**config.mk**
```make
export PLATFORM = sky130hd
export DESIGN_NAME = step_sequencer_flat
export DESIGN_NICKNAME = d
export VERILOG_FILES = /design/src/rtl/step_sequencer_pkg.sv /design/src/rtl/step_sequencer_if.sv /design/src/rtl/step_sequencer_serializer.sv /design/src/rtl/step_sequencer.sv /design/src/flat_wrapper.sv
export SDC_FILE = /design/constraint.sdc
export NUM_CORES = 2
export LEC_CHECK = 0
export BUFFER_PORTS_ARGS = -buffer_cell sky130_fd_sc_hd__buf_4
export CELL_PAD_IN_SITES_DETAIL_PLACEMENT = 1
export CELL_PAD_IN_SITES_GLOBAL_PLACEMENT = 2
export CORE_AREA = 2 2 424 426
export CTS_CLUSTER_DIAMETER = 200
export DETAILED_ROUTE_END_ITERATION = 6
export DIE_AREA = 0 0 426 428
export PLACE_DENSITY = 0.79
export SETUP_SLACK_MARGIN = 0.4
export SLEW_MARGIN = 30
export SYNTH_ARGS = -nofsm -noshare
export SYNTH_HDL_FRONTEND = slang
export SYNTH_SLANG_ARGS = --single-unit
```
**constraint.sdc**
```tcl
create_clock -name clk -period 2.69 [get_ports clk]
set_clock_uncertainty 0.05 [all_clocks]
set_input_delay 0.4035 -clock clk [delete_from_list [all_inputs] [get_ports clk]]
set_output_delay 0.4035 -clock clk [all_outputs]
set_load 0.01 [all_outputs]
```
**src/rtl/step_sequencer_pkg.sv**
```systemverilog
// narvie_pkg: shared types and constants for the interactive step sequencer.
//   seq_state_t      - controller states
//   NOP_INST_DEFAULT - filler instruction (addi x0,x0,0)
//   REG_BYTES        - bytes in one register-file dump (32 regs x 4 bytes)
//   REGFILE_W        - width of the flattened register file
package narvie_pkg;

  typedef enum logic [2:0] {
    IDLE,
    RECV,
    STEP_SET,
    STEP_PULSE,
    CAPTURE,
    SEND
  } seq_state_t;

  localparam logic [31:0] NOP_INST_DEFAULT = 32'h0000_0013;
  localparam int          REG_BYTES        = 128;
  localparam int          REGFILE_W        = 1024;

endpackage

```
**src/rtl/step_sequencer_if.sv**
```systemverilog
// step_sequencer_if: byte-level link between the UART front-end and the
// step sequencer.
//   rx_data/rx_valid  - received byte and its one-cycle strobe
//   tx_data/tx_valid  - byte offered to the transmitter, held until accepted
//   tx_ready          - transmitter accepts when tx_valid && tx_ready
// Modports: master = UART front-end side, slave = step sequencer side.
interface step_sequencer_if;

  logic [7:0] rx_data;
  logic       rx_valid;
  logic [7:0] tx_data;
  logic       tx_valid;
  logic       tx_ready;

  modport master (
    output rx_data,
    output rx_valid,
    output tx_ready,
    input  tx_data,
    input  tx_valid
  );

  modport slave (
    input  rx_data,
    input  rx_valid,
    input  tx_ready,
    output tx_data,
    output tx_valid
  );

endinterface

```
**src/rtl/step_sequencer_serializer.sv**
```systemverilog
// regfile_serializer: snapshots the register file and streams it out as
// REG_BYTES bytes over a valid/ready handshake, x0 first, each register LSB
// first.
//   clk, reset  - system clock, synchronous active-high reset
//   start       - one-cycle pulse: latch regfile, restart at byte 0
//   regfile     - flattened x0..x31
//   tx_data     - current byte of the snapshot
//   tx_valid    - byte pending; held until accepted
//   tx_ready    - transmitter acceptance
//   done        - one-cycle pulse on acceptance of the last byte
module regfile_serializer
  import narvie_pkg::*;
(
  input  logic                 clk,
  input  logic                 reset,
  input  logic                 start,
  input  logic [REGFILE_W-1:0] regfile,
  output logic [7:0]           tx_data,
  output logic                 tx_valid,
  input  logic                 tx_ready,
  output logic                 done
);

  localparam logic [6:0] LAST_IDX = 7'(REG_BYTES - 1);

  logic [REGFILE_W-1:0] snapshot;
  logic [6:0]           idx;
  logic                 accept;

  assign accept = tx_valid && tx_ready;
  assign done   = accept && (idx == LAST_IDX);

  // idx wraps back to 0 on the final acceptance, so a fresh start always
  // begins at byte 0 even without the explicit clear.
  always_ff @(posedge clk) begin
    if (reset) begin
      snapshot <= '0;
      idx      <= '0;
      tx_valid <= 1'b0;
    end else if (start) begin
      snapshot <= regfile;
      idx      <= '0;
      tx_valid <= 1'b1;
    end else if (accept) begin
      idx <= idx + 7'd1;
      if (idx == LAST_IDX) begin
        tx_valid <= 1'b0;
      end
    end
  end

  always_comb begin
    tx_data = snapshot[{idx, 3'b000} +: 8];
  end

endmodule

```
**src/rtl/step_sequencer.sv**
```systemverilog
// step_sequencer: runs one interactive processor step. Collects a 32-bit
// instruction (4 bytes, little-endian) from the UART, issues it followed by
// PIPE_STEPS-1 NOPs as single-cycle step enables, then dumps the register
// file back over the UART.
//   clk, reset  - system clock, synchronous active-high reset
//   uart        - step_sequencer_if slave: rx bytes in, tx bytes out
//   regfile     - flattened x0..x31 from the CPU
//   inst_out    - instruction presented to the CPU
//   proc_step   - one-cycle CPU advance enable
//   busy        - high whenever not IDLE
//   overrun     - sticky: a byte arrived while not accepting bytes
module step_sequencer
  import narvie_pkg::*;
#(
  parameter int          PIPE_STEPS = 5,
  parameter logic [31:0] NOP_INST   = NOP_INST_DEFAULT
) (
  input  logic                 clk,
  input  logic                 reset,
  step_sequencer_if.slave      uart,
  input  logic [REGFILE_W-1:0] regfile,
  output logic [31:0]          inst_out,
  output logic                 proc_step,
  output logic                 busy,
  output logic                 overrun
);

  localparam logic [3:0] STEP_TOTAL = 4'(PIPE_STEPS);

  seq_state_t state;
  seq_state_t next_state;

  logic [31:0] inst;
  logic [1:0]  byte_cnt;
  logic [3:0]  step_cnt;
  logic        ser_start;
  logic        ser_done;
  logic        rx_blocked;

  // Bytes are only welcome while assembling an instruction.
  assign rx_blocked = (state == STEP_SET) || (state == STEP_PULSE) ||
                      (state == CAPTURE)  || (state == SEND);

  always_ff @(posedge clk) begin
    if (reset) begin
      state <= IDLE;
    end else begin
      state <= next_state;
    end
  end

  always_comb begin
    next_state = state;
    case (state)
      IDLE:       if (uart.rx_valid) next_state = RECV;
      RECV:       if (uart.rx_valid && (byte_cnt == 2'd3)) next_state = STEP_SET;
      STEP_SET:   next_state = STEP_PULSE;
      STEP_PULSE: next_state = ((step_cnt + 4'd1) == STEP_TOTAL) ? CAPTURE : STEP_SET;
      CAPTURE:    next_state = SEND;
      SEND:       if (ser_done) next_state = IDLE;
      default:    next_state = IDLE;
    endcase
  end

  // Instruction assembly, step counting and the sticky overrun flag. The byte
  // counter wraps to 0 on the 4th byte, which is exactly what the next
  // instruction needs.
  always_ff @(posedge clk) begin
    if (reset) begin
      inst     <= '0;
      byte_cnt <= '0;
      step_cnt <= '0;
      overrun  <= 1'b0;
    end else begin
      case (state)
        IDLE: begin
          if (uart.rx_valid) begin
            inst[7:0] <= uart.rx_data;
            byte_cnt  <= 2'd1;
          end
        end
        RECV: begin
          if (uart.rx_valid) begin
            inst[{byte_cnt, 3'b000} +: 8] <= uart.rx_data;
            byte_cnt <= byte_cnt + 2'd1;
            if (byte_cnt == 2'd3) begin
              step_cnt <= '0;
            end
          end
        end
        STEP_PULSE: begin
          step_cnt <= step_cnt + 4'd1;
        end
        default: begin
        end
      endcase
      if (uart.rx_valid && rx_blocked) begin
        overrun <= 1'b1;
      end
    end
  end

  // inst_out is decoded from state so it is stable for the whole STEP_SET
  // cycle and the following pulse; step_cnt only moves at the end of a pulse.
  always_comb begin
    inst_out  = NOP_INST;
    proc_step = 1'b0;
    ser_start = 1'b0;
    busy      = (state != IDLE);
    case (state)
      STEP_SET: begin
        if (step_cnt == 4'd0) inst_out = inst;
      end
      STEP_PULSE: begin
        if (step_cnt == 4'd0) inst_out = inst;
        proc_step = 1'b1;
      end
      CAPTURE: begin
        ser_start = 1'b1;
      end
      default: begin
      end
    endcase
  end

  regfile_serializer u_serializer (
    .clk      (clk),
    .reset    (reset),
    .start    (ser_start),
    .regfile  (regfile),
    .tx_data  (uart.tx_data),
    .tx_valid (uart.tx_valid),
    .tx_ready (uart.tx_ready),
    .done     (ser_done)
  );

endmodule

```
**src/flat_wrapper.sv**
```systemverilog
// flat-port wrapper written by rule: the top's interface ports become plain ports
module step_sequencer_flat import narvie_pkg::*;
#(
  parameter int          PIPE_STEPS = 5,
  parameter logic [31:0] NOP_INST   = NOP_INST_DEFAULT
)
  (clk, reset, regfile, inst_out, proc_step, busy, overrun, uart_rx_data, uart_rx_valid, uart_tx_ready, uart_tx_data, uart_tx_valid);
  step_sequencer_if uart_i ();
  input  logic clk;
  input  logic reset;
  input  logic [REGFILE_W-1:0] regfile;
  output logic [31:0] inst_out;
  output logic proc_step;
  output logic busy;
  output logic overrun;
  input wire logic [$bits(uart_i.rx_data)-1:0] uart_rx_data;
  input wire logic [$bits(uart_i.rx_valid)-1:0] uart_rx_valid;
  input wire logic [$bits(uart_i.tx_ready)-1:0] uart_tx_ready;
  output wire logic [$bits(uart_i.tx_data)-1:0] uart_tx_data;
  output wire logic [$bits(uart_i.tx_valid)-1:0] uart_tx_valid;
  assign uart_i.rx_data = uart_rx_data;
  assign uart_i.rx_valid = uart_rx_valid;
  assign uart_i.tx_ready = uart_tx_ready;
  assign uart_tx_data = uart_i.tx_data;
  assign uart_tx_valid = uart_i.tx_valid;
  step_sequencer #(.PIPE_STEPS(PIPE_STEPS), .NOP_INST(NOP_INST)) u_core (.clk(clk), .reset(reset), .uart(uart_i), .regfile(regfile), .inst_out(inst_out), .proc_step(proc_step), .busy(busy), .overrun(overrun));
endmodule
```
==> metrics <==
Hold Vio Cnt, Final 0; FF-to-FF path depth 11; initial antenna violation count 78; Req. time, crit path ~2.2 ns; vias in the first global route roughly 56000; via/cell ratio slightly above 5; CP Cell Sequence buf_12 -> buf_12 -> buf_8 -> buf_12 -> buf_4 -> mux4_2 -> a22oi_1 -> a211o_2 -> a32oi_4 -> buf_6; crit path max fanout 11; number of fillers in the final layout around 20000; drc violations 0; max-slew violations 0; post-layout instance area 0.0761 sq mm; CTS Buf Count about 120; Register Area approximately 0.022 sq mm; Mean Syn Cell Area 8.39 sq um; clk_lat worst skew 0.77 ns; WHS about 0.042 ns; Sum Neg Setup Slack -8.86 ns; Hold Path Cell Cnt 3; Final GP Congestion between 0.9 and 1; DR vias approximately 52000; FFs w/ async S/R, synth 0%; Yosys top cell by area dfxtp_1; largest net degree at the start of global routing ~140; Seq/Total Area, Yosys a little under half; die area 0.182 sq mm; Total GRT Usage 28.6%; Area Growth Syn to Fin 65.9%; # setup viols final 8; measured slew at the worst slew-check pin about 0.7 ns; CTS H-tree lvls 3; Critical R2R Capture u_core.state[0]$_SDFFE_PP0P_; CTS Sinks 1074; DP Area ~0.059 sq mm; Yosys warnings 0; Setup WS post-layout -1.16 ns; Critical Path Most Common Cell buf_12; antenna viol nets, final 0; Synth top area share between 40% and 50%; Iter 0 DRT Violations 3600; Core ar. ~0.18 sq mm; Pleak around 28 nW; RR Startpoint u_core.u_serializer.idx[0]$_SDFFE_PP0N_; CP Class reg2out; crit path DAT 3.40 ns; cell count after synthesis 5461; Cell Pwr Density just under 500 mW/mm^2; starting density of the core around a quarter; synth top area cells dfxtp_1 47%, nand2_1 17%, a21oi_1 12%, mux4_2 8.4%, mux2i_1 2.9%; status complete, but fails checks; CP top delay family buffers and inverters; first-pass GRT wire length 382000 um; Hold Path Class in2reg; drt wl/cell about 27 um; endpoint class of the critical path output pin; post-synthesis register bit count ~1100; R2R setup slack roughly 0.42 ns; clock buffer depth 3; setup repair after global routing missed its margin true; Clk pin slew, worst setup/hold paths around 0.06 ns; Die X-Extent roughly 430 um; root buffer cell clkbuf_16; failing checks setup timing; Slew HR 53.4%; dpl hpwl 193000 um; EDFF count, synth 0; Ports 1080; First-pass DRT Iterations 5; Overflow after GRT 0; maximum clock rate approximately 260 MHz; min-delay src regfile[794]; Max IR drop VDD roughly 0.67 mV; area of the multi-input gates between 0.02 and 0.025 sq mm; WP buf/inv 6; Netlist Area Pre-Place around 0.046 sq mm; most frequent cells in the layout 2109 x nand2_1, 1399 x buf_4, 1075 x a21oi_1; port buffer count 1079; fraction of layout instances using a drive strength above 1 27.6%; leading cell type in the layout, fill and taps excluded nand2_1; Cell Rows 155; Distinct cells, synth 70; max-cap check violation count 0; CP max stage delay ~0.48 ns; Tcrit/Tclk final 143%; die height 428 um; shortest period the worst path allows slightly below 4 ns; fin nets 8797; CTS tree built; Post-Route WL 274000 um; CP max stage cell mux4_2; prevailing post-synth register cell dfxtp_1; Hold EP u_core.u_serializer.snapshot[794]$_SDFFE_PP0P_; Post-Syn Nets roughly 6500; Worst setup SP type flip-flop
-- report_power, final --
group	leakage (nW)	total [mW]	internal (mW)	switching, mW
logic	16.9	3.40	2.12	1.27
clock network	2.11	18.1	10.6	7.47
registers	8.65	15.9	15.9	0.0214
total	27.7	37.4	28.7	8.76
-- through the flow --
| step | cells | setup WS (ns) | utilization [%] | total power [mW] |
|---|---|---|---|---|
| 6_report | 10300 | -1.16 | 42.8 | 37.4 |
| 5_1_grt | 10300 | -1.24 | 42.8 | 38.5 |
| 2_1_floorplan | 5461 | 0.299 | - | 16.6 |
| 3_3_place_gp | 8854 | -1.24 | 33.1 | 18.1 |
| 3_5_place_dp | 8854 | -1.20 | 33.1 | 18.1 |
| 4_1_cts | 10200 | -1.23 | 42.3 | 37.5 |
-- worst register-to-register path, stage by stage, from the launching register on --
cell,delay (ns)
dfxtp_4,0.36
buf_4,0.16
buf_12,0.15
buf_4,0.12
buf_4,0.12
ha_1,0.15
nand3_1,0.09
buf_6,0.17
o311ai_4,0.29
a21oi_2,0.11
a211o_1,0.29
a21oi_2,0.11
-- registers in the layout, summed over array words and instances, names as in the netlist --
| name | count |
|---|---|
| u_core.inst | 32 |
| u_core.step_cnt | 4 |
| u_core.overrun | 1 |
| u_core.u_serializer.snapshot | 1024 |
| u_core.u_serializer.idx | 7 |
| u_core.u_serializer.tx_valid | 1 |
| u_core.byte_cnt | 2 |
| u_core.state | 3 |
-- routing by layer --
layer  up-vias  track usage (%)  routed length (um)
met2      2146             49.2              134000
met3       895             4.27               13600
met1     25800             32.4              104000
li1      23200                -                   -
met4         6             19.6               21500
met5         -                0                  40
-- cell usage after synthesis, drive strengths merged, types with 19 or more instances --
cell and n:
mux2i 134, mux4 197, clkbuf 264, dfxtp 1074, a22oi 52, nor2 48, nand3 40, nand2 2120
buf 186, and2 36, a21oi 1081, o221ai 19
-- worst max path at each step --
stage | startpoint | to | depth (start not counted)
2_1_floorplan | u_core.u_serializer.idx[0]$_SDFFE_PP0N_ | uart_tx_data[2] | 10
3_3_place_gp | u_core.u_serializer.idx[0]$_SDFFE_PP0N_ | uart_tx_data[5] | 10
3_5_place_dp | u_core.u_serializer.idx[0]$_SDFFE_PP0N_ | uart_tx_data[5] | 10
4_1_cts | u_core.u_serializer.idx[1]$_SDFFE_PP0N_ | uart_tx_data[4] | 9
5_1_grt | u_core.u_serializer.idx[1]$_SDFFE_PP0N_ | uart_tx_data[5] | 10
6_report | u_core.u_serializer.idx[0]$_SDFFE_PP0N_ | uart_tx_data[1] | 10
-- cells by family after synthesis --
logic type,Yosys count,synth area share [%]
compound gates,1263,15.0
flops,1074,46.9
xor+xnor,8,0.153
buf+inv,464,5.05
simple gates,2298,19.5
fa+ha+maj,10,0.273
mux,344,13.1
-- area by class of cell --
| cell class | instances | area share [%] |
|---|---|---|
| Antenna cell | 86 | 0.283 |
| Clock buffer | 163 | 4.52 |
| Clock inverter | 59 | 1.18 |
| Inverter | 14 | 0.0724 |
| Multi-Input combinational cell | 3923 | 30.3 |
| Sequential cell | 1074 | 28.3 |
| Tap cell | 2355 | 3.87 |
| Timing Repair Buffer | 2617 | 31.5 |
-- repair_timing --
action / in CTS / in global routing
gates resized for setup: 240 / 98
endpoints found under the setup margin: 49 / 63
setup buffers: 63 / 28
pin swaps: 51 / 44
cloned: 5 / 2
endpoints found under the hold margin: 1056 / 0
hold buffers: 1031 / 0
Note: power is estimated with default switching activity, not from simulation.
